===== config.mk =====
export PLATFORM = sky130hd
export DESIGN_NAME = dp_geno_dispatcher
export DESIGN_NICKNAME = d
export VERILOG_FILES = /design/src/rtl/dp_geno_dispatcher_pkg.sv /design/src/rtl/dp_rr_pick.sv /design/src/rtl/dp_geno_dispatcher.sv
export SDC_FILE = /design/constraint.sdc
export NUM_CORES = 1
export LEC_CHECK = 0
export ABC_AREA = 1
export CORE_ASPECT_RATIO = 1.5
export CORE_UTILIZATION = 52
export CTS_CLUSTER_DIAMETER = 100
export DETAILED_ROUTE_END_ITERATION = 12
export GPL_ROUTABILITY_DRIVEN = 0
export PLACE_DENSITY = 0.87
export SKIP_CTS_REPAIR_TIMING = 1
export SYNTH_ARGS = -nofsm -noshare
export SYNTH_HDL_FRONTEND = slang
export SYNTH_HIERARCHICAL = 1
export SYNTH_SLANG_ARGS = --single-unit

===== constraint.sdc =====
create_clock -name clk -period 15.4 [get_ports clk]
set_input_delay 3.85 -clock clk [delete_from_list [all_inputs] [get_ports clk]]
set_output_delay 3.85 -clock clk [all_outputs]
set_load 0.005 [all_outputs]

===== src/rtl/dp_geno_dispatcher_pkg.sv =====
// Shared definitions for the genotyping job dispatcher.
//   state_e            : batch FSM encoding (idle / run / drain / done)
//   NumDpDefault       : default number of PairHMM DP cores
//   CntWDefault        : default batch job counter width
//   JobWDefault        : default job payload width
//   AddrWDefault       : default geno address ID width, sized from the geno SRAM depth
package dp_geno_dispatcher_pkg;

  typedef enum logic [1:0] {
    StIdle  = 2'd0,
    StRun   = 2'd1,
    StDrain = 2'd2,
    StDone  = 2'd3
  } state_e;

  localparam int unsigned NumDpDefault       = 4;
  localparam int unsigned CntWDefault        = 16;
  localparam int unsigned JobWDefault        = 64;
  localparam int unsigned GenoSramWordAmount = 1024;
  localparam int unsigned AddrWDefault       = $clog2(GenoSramWordAmount);

endpackage


===== src/rtl/dp_rr_pick.sv =====
// Combinational round-robin first-set finder.
// Searches i_idle_mask starting at i_rr_ptr and wrapping upward.
//   i_idle_mask : one bit per core, 1 = candidate
//   i_rr_ptr    : index where the search starts
//   o_idx       : first candidate index found (i_rr_ptr when none)
//   o_found     : at least one candidate exists
module dp_rr_pick
  import dp_geno_dispatcher_pkg::*;
#(
  parameter int unsigned NUM_DP = NumDpDefault,
  parameter int unsigned IDX_W  = $clog2(NumDpDefault)
) (
  input  logic [NUM_DP-1:0] i_idle_mask,
  input  logic [IDX_W-1:0]  i_rr_ptr,
  output logic [IDX_W-1:0]  o_idx,
  output logic              o_found
);

  always_comb begin
    o_idx   = i_rr_ptr;
    o_found = 1'b0;
    for (int unsigned i = 0; i < NUM_DP; i++) begin
      // NUM_DP is a power of two, so the IDX_W-bit add wraps for free.
      logic [IDX_W-1:0] w_cand;
      w_cand = i_rr_ptr + IDX_W'(i);
      if (!o_found && i_idle_mask[w_cand]) begin
        o_found = 1'b1;
        o_idx   = w_cand;
      end
    end
  end

endmodule


===== src/rtl/dp_geno_dispatcher.sv =====
// Batch scheduler feeding genotyping jobs to NUM_DP parallel PairHMM DP cores.
// One job is held at a time: accept -> pick an idle core round-robin -> issue.
// Ports:
//   clk, rst                      clock / async active-high reset
//   i_start, i_job_total          begin a batch of i_job_total jobs (IDLE only)
//   i_job_valid/o_job_ready       upstream job handshake, i_job_data/i_job_addr_ID payload
//   o_dp_valid/i_dp_ready         one-hot per-core issue handshake
//   o_dp_data, o_dp_addr_ID       issued payload, shared by all cores
//   i_dp_done                     per-core result-drained pulses
//   o_busy_mask, o_jobs_issued    status
//   o_batch_done                  1-cycle pulse when the batch has fully drained
//   o_err                         sticky: done reported for a core that was not busy
module dp_geno_dispatcher
  import dp_geno_dispatcher_pkg::*;
#(
  parameter int unsigned NUM_DP = NumDpDefault,
  parameter int unsigned JOB_W  = JobWDefault,
  parameter int unsigned ADDR_W = AddrWDefault,
  parameter int unsigned CNT_W  = CntWDefault
) (
  input  logic              clk,
  input  logic              rst,
  input  logic              i_start,
  input  logic [CNT_W-1:0]  i_job_total,
  input  logic              i_job_valid,
  output logic              o_job_ready,
  input  logic [JOB_W-1:0]  i_job_data,
  input  logic [ADDR_W-1:0] i_job_addr_ID,
  output logic [NUM_DP-1:0] o_dp_valid,
  input  logic [NUM_DP-1:0] i_dp_ready,
  output logic [JOB_W-1:0]  o_dp_data,
  output logic [ADDR_W-1:0] o_dp_addr_ID,
  input  logic [NUM_DP-1:0] i_dp_done,
  output logic [NUM_DP-1:0] o_busy_mask,
  output logic [CNT_W-1:0]  o_jobs_issued,
  output logic              o_batch_done,
  output logic              o_err
);

  localparam int unsigned IdxW = $clog2(NUM_DP);

  state_e              r_state, w_state_nxt;
  logic                r_hold_v;
  logic [JOB_W-1:0]    r_hold_data;
  logic [ADDR_W-1:0]   r_hold_addr;
  logic                r_tgt_v;
  logic [IdxW-1:0]     r_tgt;
  logic [IdxW-1:0]     r_rr_ptr;
  logic [NUM_DP-1:0]   r_busy;
  logic [CNT_W-1:0]    r_total;
  logic [CNT_W-1:0]    r_accepted;
  logic [CNT_W-1:0]    r_issued;
  logic                r_err;

  logic                w_job_ready;
  logic                w_batch_done;
  logic                w_start;
  logic                w_accept;
  logic                w_issue;
  logic [NUM_DP-1:0]   w_dp_valid;
  logic [NUM_DP-1:0]   w_issue_mask;
  logic [NUM_DP-1:0]   w_busy_nxt;
  logic [IdxW-1:0]     w_pick_idx;
  logic                w_pick_found;

  dp_rr_pick #(
    .NUM_DP (NUM_DP),
    .IDX_W  (IdxW)
  ) u_rr_pick (
    .i_idle_mask (~r_busy),
    .i_rr_ptr    (r_rr_ptr),
    .o_idx       (w_pick_idx),
    .o_found     (w_pick_found)
  );

  // Batch FSM next state and state-decoded outputs.
  always_comb begin
    w_state_nxt  = r_state;
    w_job_ready  = 1'b0;
    w_batch_done = 1'b0;
    case (r_state)
      StIdle: begin
        if (i_start) w_state_nxt = (i_job_total == '0) ? StDone : StRun;
      end
      StRun: begin
        w_job_ready = !r_hold_v && (r_accepted < r_total);
        if ((r_issued == r_total) && !r_hold_v) w_state_nxt = StDrain;
      end
      StDrain: begin
        if (r_busy == '0) w_state_nxt = StDone;
      end
      StDone: begin
        w_batch_done = 1'b1;
        w_state_nxt  = StIdle;
      end
      default: w_state_nxt = StIdle;
    endcase
  end

  always_ff @(posedge clk or posedge rst) begin
    if (rst) r_state <= StIdle;
    else     r_state <= w_state_nxt;
  end

  always_comb begin
    w_dp_valid = '0;
    if (r_tgt_v) w_dp_valid[r_tgt] = 1'b1;
  end

  assign w_start      = (r_state == StIdle) && i_start;
  assign w_accept     = i_job_valid && w_job_ready;
  assign w_issue      = r_tgt_v && i_dp_ready[r_tgt];
  assign w_issue_mask = w_issue ? w_dp_valid : '0;
  // A core freed this cycle only becomes selectable once r_busy updates.
  assign w_busy_nxt   = (r_busy & ~i_dp_done) | w_issue_mask;

  // Accept and issue never coincide: accept needs an empty hold, issue a full one.
  always_ff @(posedge clk or posedge rst) begin
    if (rst) begin
      r_hold_v    <= 1'b0;
      r_hold_data <= '0;
      r_hold_addr <= '0;
      r_tgt_v     <= 1'b0;
      r_tgt       <= '0;
      r_rr_ptr    <= '0;
      r_busy      <= '0;
      r_total     <= '0;
      r_accepted  <= '0;
      r_issued    <= '0;
      r_err       <= 1'b0;
    end else begin
      if (w_start) begin
        r_total    <= i_job_total;
        r_accepted <= '0;
        r_issued   <= '0;
      end
      if (w_accept) begin
        r_hold_v    <= 1'b1;
        r_hold_data <= i_job_data;
        r_hold_addr <= i_job_addr_ID;
        r_accepted  <= r_accepted + CNT_W'(1);
      end
      if (r_hold_v && !r_tgt_v && w_pick_found) begin
        r_tgt_v <= 1'b1;
        r_tgt   <= w_pick_idx;
      end
      if (w_issue) begin
        r_hold_v <= 1'b0;
        r_tgt_v  <= 1'b0;
        r_rr_ptr <= r_tgt + IdxW'(1);
        r_issued <= r_issued + CNT_W'(1);
      end
      r_busy <= w_busy_nxt;
      if ((i_dp_done & ~r_busy) != '0) r_err <= 1'b1;
    end
  end

  assign o_job_ready   = w_job_ready;
  assign o_dp_valid    = w_dp_valid;
  assign o_dp_data     = r_hold_data;
  assign o_dp_addr_ID  = r_hold_addr;
  assign o_busy_mask   = r_busy;
  assign o_jobs_issued = r_issued;
  assign o_batch_done  = w_batch_done;
  assign o_err         = r_err;

endmodule

# Yosys cells after proc, flatten, opt, wreduce, memory -nomap -nowiden
# Cells that the tools add are included.
[totals]
out_inout_bits = 101
register_bits = 135
wordCells = 97
input_bits = 102
[classes]
mux = 35
n_bitwise = 5
reduce_logical = 25
magnitude_cmp = 7
add_sub_neg = 6
n_eq_ne = 7
[ops]
columns = ["cell", "n"]
rows = [
  ["$mux W16", 3],
  ["$add A16 B1 Y16 const B", 2],
  ["$eq A16 B16 Y1", 1],
  ["$logic_not A16 Y1", 1],
  ["$lt A16 B16 Y1", 1],
  ["$mux W1", 16],
  ["$lt A2 B3 Y1 const B", 5],
  ["$mux W2", 7],
  ["$logic_and A1 B1 Y1", 11],
  ["$bmux W1 S2", 5],
  ["$and A4 B4 Y4", 2],
  ["$mux W4", 2],
  ["$not A4 Y4", 2],
  ["$pmux W2 S4", 1],
  ["$reduce_bool A2 Y1", 4],
  ["$ne A2 B2 Y1 const B", 3],
  ["$logic_not A1 Y1", 5],
  ["$add A2 B1 Y2 const B", 2],
  ["$add A2 B2 Y2 const B", 2],
  ["$eq A2 B2 Y1 const B", 2],
  ["$logic_not A4 Y1", 1],
  ["$or A4 B4 Y4", 1],
  ["$reduce_bool A4 Y1", 1],
  ["$reduce_and A3 Y1", 1],
  ["other kinds (4)", 4],
]

# Longest topological paths before layout
# Gate-level depths: netlist of the first run.
[depth]
ltp_word = 16
ltp_mapped = 15
depth_no_buf = 14

# Hierarchy
# Netlist of the first run, hierarchy kept.
[by_module_without_submodules]
columns = ["mod", "seq_area_each_um2", "cells_per_inst", "instances", "area_each_um2"]
rows = [
  ["dp_geno_dispatcher", 3378.2, 803, 1, 6683.9],
  ["dp_rr_pick", 0.0, 64, 1, 299.0],
]

# Worst setup path before layout of the first run
# Ideal clock, no wire load.
[synth_timing]
kind = "reg-to-output"
startpoint = "register r_accepted[15]"
endpoint = "output port o_job_ready"
arrival_ps = 1651
required_time_ps = 11550
stages_incl_launch_ff = 8
path_buffers = 2
slack_ps = 9899
cell_sequence = "dfrtp_1 ha_1 nand2_1 inv_1 a221oi_1 a21boi_2 buf_8 buf_6"
[synth_between]
elab_chain_len = 3
[synth_lines]
columns = ["element", "line_no", "rtl"]
rows = [
  ["start: declaration", "dp_geno_dispatcher.sv:51", "logic [CNT_W-1:0] r_accepted;"],
  ["start signal: assignment", "dp_geno_dispatcher.sv:141", "r_accepted <= r_accepted + CNT_W'(1);"],
  ["$lt A16 B16 Y1", "dp_geno_dispatcher.sv:86", "w_job_ready = !r_hold_v && (r_accepted < r_total);"],
  ["$logic_and A1 B1 Y1", "dp_geno_dispatcher.sv:86", ""],
  ["$mux W1", "dp_geno_dispatcher.sv:81", "case (r_state)"],
  ["end: declaration", "dp_geno_dispatcher.sv:26", "output logic o_job_ready,"],
]
# No other way between the ends.

# Final worst setup path of the first run
[layout_timing]
startpoint = "register r_total[15]"
endpoint = "output port o_job_ready"
[layout_between]
elab_chain_len = 3
[layout_lines]
columns = ["element", "line_no", "rtl"]
rows = [
  ["start: declaration", "dp_geno_dispatcher.sv:50", "logic [CNT_W-1:0] r_total;"],
  ["start signal: assignment", "dp_geno_dispatcher.sv:133", "r_total <= i_job_total;"],
  ["$lt A16 B16 Y1", "dp_geno_dispatcher.sv:86", ""],
  ["$logic_and A1 B1 Y1", "dp_geno_dispatcher.sv:86", ""],
  ["$mux W1", "dp_geno_dispatcher.sv:81", ""],
]
# No other way between the ends.

==> results.md, run 1 <==
* Worst hold path type: reg2reg
* Final hold slack at between 0.4 and 0.5 ns
* Total negative slack at 0 ns
* Power Dens Cells at ~180 nW/um^2
* Multi-input gate area at a little over 3000 um^2
* Sequential fraction of the synthesis area at 0.484
* Num ports at approximately 200
* Count leader, synth: nand2_1
* F_max at between 0.15 and 0.2 GHz
* Synthesized flop and latch total at around 140
* DR DRC count at 0
* Synth top area share at 0.484
* Setup Skew at 0.0102 ns
* DIE HEIGHT at 144 um
* Final Instance Area at ~9600 um^2
* Standard-cell rows at about 50
* Vias in the first global route at about 6600
* Clock Tree Root: clkbuf_16
* Max H-tree Level at 4
* Max Transition Viols Final at 0
* Via count at approximately 6600
* Pin count of the biggest net entering global routing at 92
* All-Layer GR Usage at 0.277
* Post-route ant nets at 0
* Yosys warnings at 6
* Clock latency on the worst-skew pair at 0.41 ns
* DRC marker count from the first detailed-route iteration at 436
* Storage element area at between 3000 and 4000 um^2
* Initial core utilization at 0.536
* Most frequent cells after synthesis: nand2_1, dfrtp_1, nand3_1, inv_1, nor2_1
* Top Layer Used: met4
* PortBufs at just over 200
* WL final at 18800 um
* Clock slew at the register clock pins of the worst setup and hold paths at approximately 0.06 ns
* Setup violators final at 0
* RSZ-0062 raised after global routing: no
* CP required at about 12 ns
* Cells after Synth at between 800 and 900
* N_diodes at 0
* Slew at the pin closest to its max-slew limit at 1.05 ns
* Post-synth EDFFs at 0
* Worst setup SP type: flop
* Syn nets at between 900 and 1000
* Tcrit/Tclk final at 0.422
* Dpl cell area at between 9000 and 10000 um^2
* Layout cells sized above 1 at 0.0563
* Area grow syn2layout at 37.5%
* Max transition margin at 0.302
* MaxCap Viol Count at 0
* Filler instances at 991
* Hpwl dp at between 10000 and 15000 um
* Top cells by area, synth: dfrtp_1, nand2_1, nand3_1
* Worst-path fanout max at 3
* Routed wl met3 at ~1400 um
* Status: complete, no violations
* Main synth FF type: dfrtp_1
* Crit path kind: reg2out
* Cell variety after synth at 36
* Max rail drop VDD at between 90 and 100 uV
* Die X at 96.6 um
* Initial antenna violation count at 0
* Critical Path AT at ~2.7 ns
* Syn Area/Cell at 8.05 um^2
* Dominant cell type by area after synthesis: dfrtp_1
* Num CTS Buffers at 17
* First-pass GRT wire length at 30800 um
* Dpl cells at between 1000 and 1500
* CTS tree: built
* Min Tclk post-route at ~6.5 ns
* WL per Instance at about 15 um
* Static Leak at 4.72 nW
* Die area at 13900 um^2
* Crit. End Element: output pin
* NumNets Final at 1182
* Core ar. at around 13000 um^2
* Fin. Hold Viols at 0
* Asr flop ratio synth at 1.00
* Cell Area, Synth at ~7000 um^2
* Wl on met1 at around 7000 um
* Remaining Overflow, GRT at 0
* Drt pass-1 iters at 5
* Met2 WL post-DR at 9720 um
* Max Root-Sink Buffers at 2
* Final Non-Filler Cells at 1224
* Via-per-instance ratio at between 5 and 6
* Clock sinks at 135
final cells by class:
cell class	instances	area share
repair buffers	206	0.213
well taps	159	0.0207
clock buffers	18	0.0457
inverters	79	0.0311
multi-input cells	615	0.321
clock inverters	12	0.0160
flip-flops and latches	135	0.352
stage by stage:
step / power [W] / worst slack (ns) / util
global route: 0.00180 / 8.70 / 0.738
global placement: 0.00125 / 9.36 / 0.692
finish: 0.00168 / 8.89 / 0.738
detailed placement: 0.00127 / 9.32 / 0.692
CTS: 0.00169 / 8.86 / 0.738
floorplan: 0.000960 / 7.94 / -
worst paths after layout:
kind                                                start                         to  slack [ns]  cells past startpoint
worst max-delay path              r_total[15]$_DFFE_PP0P_                o_job_ready        8.89                      7
worst min-delay path            o_dp_data[36]$_DFFE_PP0P_  o_dp_data[36]$_DFFE_PP0P_        0.48                      2
worst max register to register    r_total[15]$_DFFE_PP0P_   o_dp_data[9]$_DFFE_PP0P_       12.44                      9
worst min register to register  o_dp_data[36]$_DFFE_PP0P_  o_dp_data[36]$_DFFE_PP0P_        0.48                      2
max in group asynchronous                             rst  o_dp_data[30]$_DFFE_PP0P_       10.06                      3
min in group asynchronous                             rst  o_dp_data[45]$_DFFE_PP0P_        3.98                      2
critical path, stage by stage, from the launching register on:
cell and delay [ns]:
dfrtp_1 0.35, inv_1 0.07, ha_1 0.30, nand2_1 0.11, inv_1 0.05, a221oi_1 0.53
a21boi_4 0.32, clkdlybuf4s50_1 0.53
power by group:
group | internal (W) | total (W) | switching [W]
logic | 0.000329 | 0.000696 | 0.000367
clock network | 0.000257 | 0.000410 | 0.000153
registers | 0.000485 | 0.000575 | 0.0000899
logic make-up (layout without fill, tap and decap cells):
kind of cell,count (synthesis),after routing,share of synthesized area
DFF,135,135,0.484
and+or+nand+nor,500,500,0.312
adders and majority gates,26,26,0.0466
AOI/OAI and AO/OA,69,69,0.0563
buffers and inverters,117,315,0.0767
xor gates and xnor gates,20,20,0.0251
per-layer routing:
metal / vias to the layer above / track usage
met1: 3125 / 0.312
met2: 256 / 0.484
met4: 0 / 0.127
met3: 52 / 0.0803
met5: - / 0
li1: 3182 / -
registers in the layout (all words and copies together) (netlist names):
| signal | flops |
|---|---|
| o_busy_mask | 4 |
| o_dp_addr_ID | 10 |
| o_dp_data | 64 |
| o_err | 1 |
| o_jobs_issued | 16 |
| r_accepted | 16 |
| r_hold_v | 1 |
| r_rr_ptr | 2 |
| r_state | 2 |
| r_tgt | 2 |
| r_tgt_v | 1 |
| r_total | 16 |
cells in the final DEF (no fill, tap or decap), types with 4 or more instances in the layout:
| cell type | instances |
|---|---|
| nand2_1 | 291 |
| clkdlybuf4s50_1 | 201 |
| dfrtp_1 | 135 |
| nand3_1 | 129 |
| inv_1 | 74 |
| nor2_1 | 42 |
| a21oi_1 | 27 |
| ha_1 | 26 |
| o21ai_0 | 18 |
| clkbuf_16 | 17 |
| xor2_1 | 12 |
| o22ai_1 | 11 |
| nand3_2 | 10 |
| nand4_1 | 9 |
| xnor2_1 | 8 |
| nor4_1 | 6 |
| nand2_2 | 5 |
| inv_2 | 4 |
| nor3_1 | 4 |
| buf_4 | 4 |
Note: power is estimated with default switching activity, not from simulation.
==> run 2, diff against run 1 <==
CORE_UTILIZATION = 48   (was 52)
PLACE_DENSITY = 0.81   (was 0.87)
clock period = 6.6 ns   (was 15.4 ns; I/O delays follow)
==> results.md, run 2 (synthesis gave the netlist of run 1 again) <==
* Clock slew at the register clock pins of the worst setup and hold paths at 0.06 ns (about the same)
* Worst setup SP type: flop (unchanged)
* Final Instance Area at 9630 um^2 (was 9600 um^2)
* Most common cell after layout, fill and taps aside: nand2_1 (unchanged)
* Via-per-instance ratio at 5.15 (was 5.40)
* Die area at 15000 um^2 (was 13900 um^2)
* Dpl cell area at 9050 um^2 (was 9010 um^2)
* Max rail drop VDD at 245 uV (was 98.0 uV)
* Slew at the pin closest to its max-slew limit at 1.05 ns (about the same)
* Filler instances at 1164 (was 991)
* Clock sinks at 135 (unchanged)
* PortBufs at 202 (unchanged)
* WL per Instance at 14.6 um (was 15.4 um)
* CP required at 4.95 ns (was 11.55 ns)
* Total power at 0.00389 W (was 0.00168 W)
* Worst-path fanout max at 3 (unchanged)
* Tcrit/Tclk final at 0.652
* Largest register FFs at 64 (unchanged)
* Max H-tree Level at 4 (unchanged)
* Status: complete, no violations (unchanged)
* DIE HEIGHT at 150 um (was 144 um)
* Standard-cell rows at 53 (was 51)
* Crit. End Element: output pin (unchanged)
* Drt pass-1 iters at 5 (unchanged)
* Max Transition Viols Final at 0 (unchanged)
* Setup violators final at 0 (unchanged)
* Max transition margin at 0.301 (was 0.302)
* Clock latency on the worst-skew pair at 0.42 ns (was 0.41 ns)
* N_diodes at 0 (unchanged)
* Setup Skew at 0.0175 ns (was 0.0102 ns)
* MaxCap Viol Count at 0 (unchanged)
* DR DRC count at 0 (unchanged)
* DRC marker count from the first detailed-route iteration at 309 (was 436)
* Fin. Hold Viols at 0 (unchanged)
* Crit path kind: reg2out (unchanged)
* CTS tree: built (unchanged)
* Static Leak at 4.72 nW (about the same)
* Total negative slack at 0 ns (unchanged)
* Remaining Overflow, GRT at 0 (unchanged)
* Post-route ant nets at 0 (unchanged)
* Min Tclk post-route at around 4.3 ns
* NumNets Final at 1182 (unchanged)
* Core ar. at 14100 um^2 (was 13000 um^2)
* Initial antenna violation count at 0 (unchanged)
* First-pass GRT wire length at 30000 um (was 30800 um)
* Storage element area at 3380 um^2 (unchanged)
* Commonest non-fill, non-tap cells in the layout: nand2_1, clkdlybuf4s50_1, dfrtp_1, nand3_1, inv_1 (unchanged)
* Critical Path AT at 2.65 ns (was 2.66 ns)
* Hpwl dp at 12400 um (was 12700 um)
* Area grow syn2layout at 37.9% (was 37.5%)
* Die X at 100 um (was 96.6 um)
* All-Layer GR Usage at 0.256 (was 0.277)
* Multi-input gate area at 3080 um^2 (unchanged)
* Clock Tree Root: clkbuf_16 (unchanged)
* Via count at 6485 (was 6615)
* Num CTS Buffers at 17 (unchanged)
* Power Dens Cells at 404 nW/um^2 (was 175 nW/um^2)
* Initial core utilization at 0.494 (was 0.536)
* F_max at ~0.23 GHz
* Max Root-Sink Buffers at 2 (unchanged)
* RSZ-0062 raised after global routing: no (unchanged)
* Num ports at 203 (unchanged)
* Vias in the first global route at 6319 (was 6612)
* Worst hold path type: reg2reg (unchanged)
* Pin count of the biggest net entering global routing at 94 (was 92)
* WL final at 18400 um (was 18800 um)
* Layout cells sized above 1 at 0.0581 (was 0.0563)
## run 2: cell type report
cell class	count	area share
multi-input cells	615	0.320
clock inverters	15	0.0160
well taps	192	0.0249
flip-flops and latches	135	0.351
clock buffers	17	0.0442
repair buffers	206	0.213
inverters	79	0.0313
## run 2: final timing paths
kind	to	from	depth (start not counted)	slack, ns
worst max register to register	o_dp_data[12]$_DFFE_PP0P_	r_accepted[15]$_DFFE_PP0P_	8	3.80
max in group asynchronous	r_accepted[8]$_DFFE_PP0P_	rst	3	3.66
worst min-delay path	o_dp_data[44]$_DFFE_PP0P_	o_dp_data[44]$_DFFE_PP0P_	2	0.48
worst min register to register	o_dp_data[44]$_DFFE_PP0P_	o_dp_data[44]$_DFFE_PP0P_	2	0.48
worst max-delay path	o_job_ready	r_accepted[15]$_DFFE_PP0P_	6	2.30
min in group asynchronous	o_dp_data[57]$_DFFE_PP0P_	rst	2	1.79
## run 2: critical path, stage by stage (launching register included)
cell	delay, ns
dfrtp_1	0.41
ha_1	0.30
nand2_1	0.12
inv_1	0.06
a221oi_1	0.49
a21boi_4	0.27
clkdlybuf4s50_1	0.60
## run 2: layer usage
layer  global-route usage  share of wire
met2                0.433           0.51
met5                    0              0
met3               0.0757          0.074
met1                0.301           0.39
met4                0.105          0.025
## run 2: where the power goes
group	switching [W]	internal (W)	leakage (nW)
sequential	0.000214	0.00113	1.71
combinational	0.000842	0.000767	2.72
clock	0.000402	0.000534	0.282
## run 2: stage by stage
step                      hold slack, ns  instances  setup slack [ns]   util
after detailed placement           0.468       1227              2.73  0.641
final                              0.479       1259              2.30  0.682
after global routing               0.498       1259              2.17  0.682
after floorplan                    0.469        867              1.34      -
after global placement             0.461       1227              2.77  0.641
after CTS                          0.484       1259              2.26  0.682
==> run 3, diff against run 2 <==
clock period = 4.3 ns   (was 6.6 ns; I/O delays follow)
==> results.md, run 3 (synthesis gave the netlist of run 1 again) <==
* Power Dens Cells at 620 nW/um^2 (was 404 nW/um^2)
* Max Root-Sink Buffers at 2 (unchanged)
* Largest register FFs at 64 (unchanged)
* Crit path kind: reg2out (unchanged)
* Final Instance Area at 9660 um^2 (was 9630 um^2)
* Via count at 6578 (was 6485)
* Num ports at 203 (unchanged)
* Wl on met1 at 7120 um (was 7250 um)
* Vias in the first global route at 6500 (was 6319)
* Total power at 0.00599 W (was 0.00389 W)
* WL final at 18300 um (was 18400 um)
* PortBufs at 202 (unchanged)
* Worst Hold Launch: o_dp_addr_ID[4]$_DFFE_PP0P_ (was o_dp_data[44]$_DFFE_PP0P_)
* Die area at 15000 um^2 (unchanged)
* CTS tree: built (unchanged)
* Crit path from: r_total[15]$_DFFE_PP0P_ (was r_accepted[15]$_DFFE_PP0P_)
* Top Layer Used: met4 (unchanged)
* Post-route ant nets at 0 (unchanged)
* Final Util at 0.684 (was 0.682)
* Clock sinks at 135 (unchanged)
* RSZ-0062 raised after global routing: no (unchanged)
* Drt pass-1 iters at 5 (unchanged)
* First-pass GRT wire length at 30200 um (was 30000 um)
* Max transition margin at 0.315 (was 0.301)
* Final hold slack at 0.478 ns (was 0.479 ns)
* Max Transition Viols Final at 0 (unchanged)
* Commonest non-fill, non-tap cells in the layout: nand2_1, clkdlybuf4s50_1, dfrtp_1, nand3_1, inv_1 (unchanged)
* Worst-path fanout max at 3 (unchanged)
* Worst setup SP type: flop (unchanged)
* Routed wl met3 at 1410 um (was 1360 um)
* Setup Skew at 0.0161 ns (was 0.0175 ns)
* DRC marker count from the first detailed-route iteration at 354 (was 309)
* DIE HEIGHT at 150 um (unchanged)
* MaxCap Viol Count at 0 (unchanged)
* Initial core utilization at 0.494 (unchanged)
* Clock latency on the worst-skew pair at 0.42 ns (about the same)
* Total negative slack at 0 ns (unchanged)
* N_diodes at 0 (unchanged)
* Hpwl dp at 12300 um (was 12400 um)
* Via-per-instance ratio at 5.22 (was 5.15)
* Filler instances at 1151 (was 1164)
* Static Leak at 4.73 nW (was 4.72 nW)
* Die X at 100 um (unchanged)
* Met2 WL post-DR at 9290 um (was 9300 um)
* Tcrit/Tclk final at 0.867
* Critical Path AT at 2.65 ns (about the same)
* Layout cells sized above 1 at 0.0599 (was 0.0581)
* Crit. End Element: output pin (unchanged)
* Max H-tree Level at 4 (unchanged)
* WL per Instance at 14.5 um (was 14.6 um)
* F_max at between 0.2 and 0.3 GHz
* Critical R2R Launch: r_total[15]$_DFFE_PP0P_ (was r_accepted[15]$_DFFE_PP0P_)
* Area grow syn2layout at 38.3% (was 37.9%)
* Max rail drop VDD at 405 uV (was 245 uV)
* Status: complete, no violations (unchanged)
* All-Layer GR Usage at 0.255 (was 0.256)
* Slew at the pin closest to its max-slew limit at 1.03 ns (was 1.05 ns)
* Core ar. at 14100 um^2 (unchanged)
* Clock slew at the register clock pins of the worst setup and hold paths at 0.06 ns (about the same)
* CP required at 3.22 ns (was 4.95 ns)
* Setup violators final at 0 (unchanged)
* Initial antenna violation count at 0 (unchanged)
* DR DRC count at 0 (unchanged)
* Pin count of the biggest net entering global routing at 136 (was 94)
* Most common cell after layout, fill and taps aside: nand2_1 (unchanged)
* Clock Tree Root: clkbuf_16 (unchanged)
* Num CTS Buffers at 17 (unchanged)
* Standard-cell rows at 53 (unchanged)
* Worst hold path type: reg2reg (unchanged)
* Remaining Overflow, GRT at 0 (unchanged)
* Min Tclk post-route at ~3.7 ns
* Dpl cell area at 9080 um^2 (was 9050 um^2)
* Fin. Hold Viols at 0 (unchanged)
* NumNets Final at 1184 (was 1182)
==> run 3: changes by cell type in the layout (fill, tap and decap cells not counted) <==
cell / before / now
clkinv_4: 1 / 2
buf_4: 4 / 5
inv_6: 8 / 6
buf_12: 0 / 1
inv_8: 3 / 4
==> run 3: layer usage <==
layer,global-route usage,vias up
met5,0,-
met1,0.297,3102
met4,0.100,0
met3,0.0780,40
met2,0.435,248
li1,-,3188
==> run 3: where the power goes <==
group | leakage (nW) | internal (W) | total, W | switching, W
Sequential | 1.71 | 0.00173 | 0.00205 | 0.000320
Combinational | 2.73 | 0.00119 | 0.00248 | 0.00130
Clock | 0.287 | 0.000823 | 0.00145 | 0.000625
Total | 4.73 | 0.00374 | 0.00599 | 0.00224
==> run 3: worst paths after layout <==
path	endpoint	slack, ns	cells past startpoint
max	o_job_ready	0.57	7
min	o_dp_addr_ID[4]$_DFFE_PP0P_	0.48	2
max reg2reg	o_dp_data[8]$_DFFE_PP0P_	1.42	9
min reg2reg	o_dp_addr_ID[4]$_DFFE_PP0P_	0.48	2
max in group asynchronous	o_dp_data[45]$_DFFE_PP0P_	2.50	3
min in group asynchronous	o_dp_data[31]$_DFFE_PP0P_	1.20	3
==> run 3: through the flow <==
step,setup slack (ns),cells
floorplan,1.55,867
global placement,1.03,1229
detailed placement,0.988,1229
CTS,0.533,1261
global route,0.397,1261
finish,0.571,1261
==> run 3: area by class of cell <==
| type | count | area [um^2] | share of cell area |
|---|---|---|---|
| clock buffers | 17 | 425 | 0.0440 |
| clock inverters | 15 | 158 | 0.0163 |
| well taps | 192 | 240 | 0.0249 |
| multi-input cells | 615 | 3080 | 0.319 |
| repair buffers | 208 | 2070 | 0.215 |
| flip-flops and latches | 135 | 3380 | 0.350 |
| inverters | 79 | 300 | 0.0311 |
==> run 3: critical path, cell delays in order (launching register included) <==
cell and delay (ns):
dfrtp_1 0.35, inv_1 0.07, ha_1 0.30, nand2_1 0.11, inv_1 0.05, a221oi_1 0.51
a21boi_4 0.27, clkdlybuf4s50_1 0.58
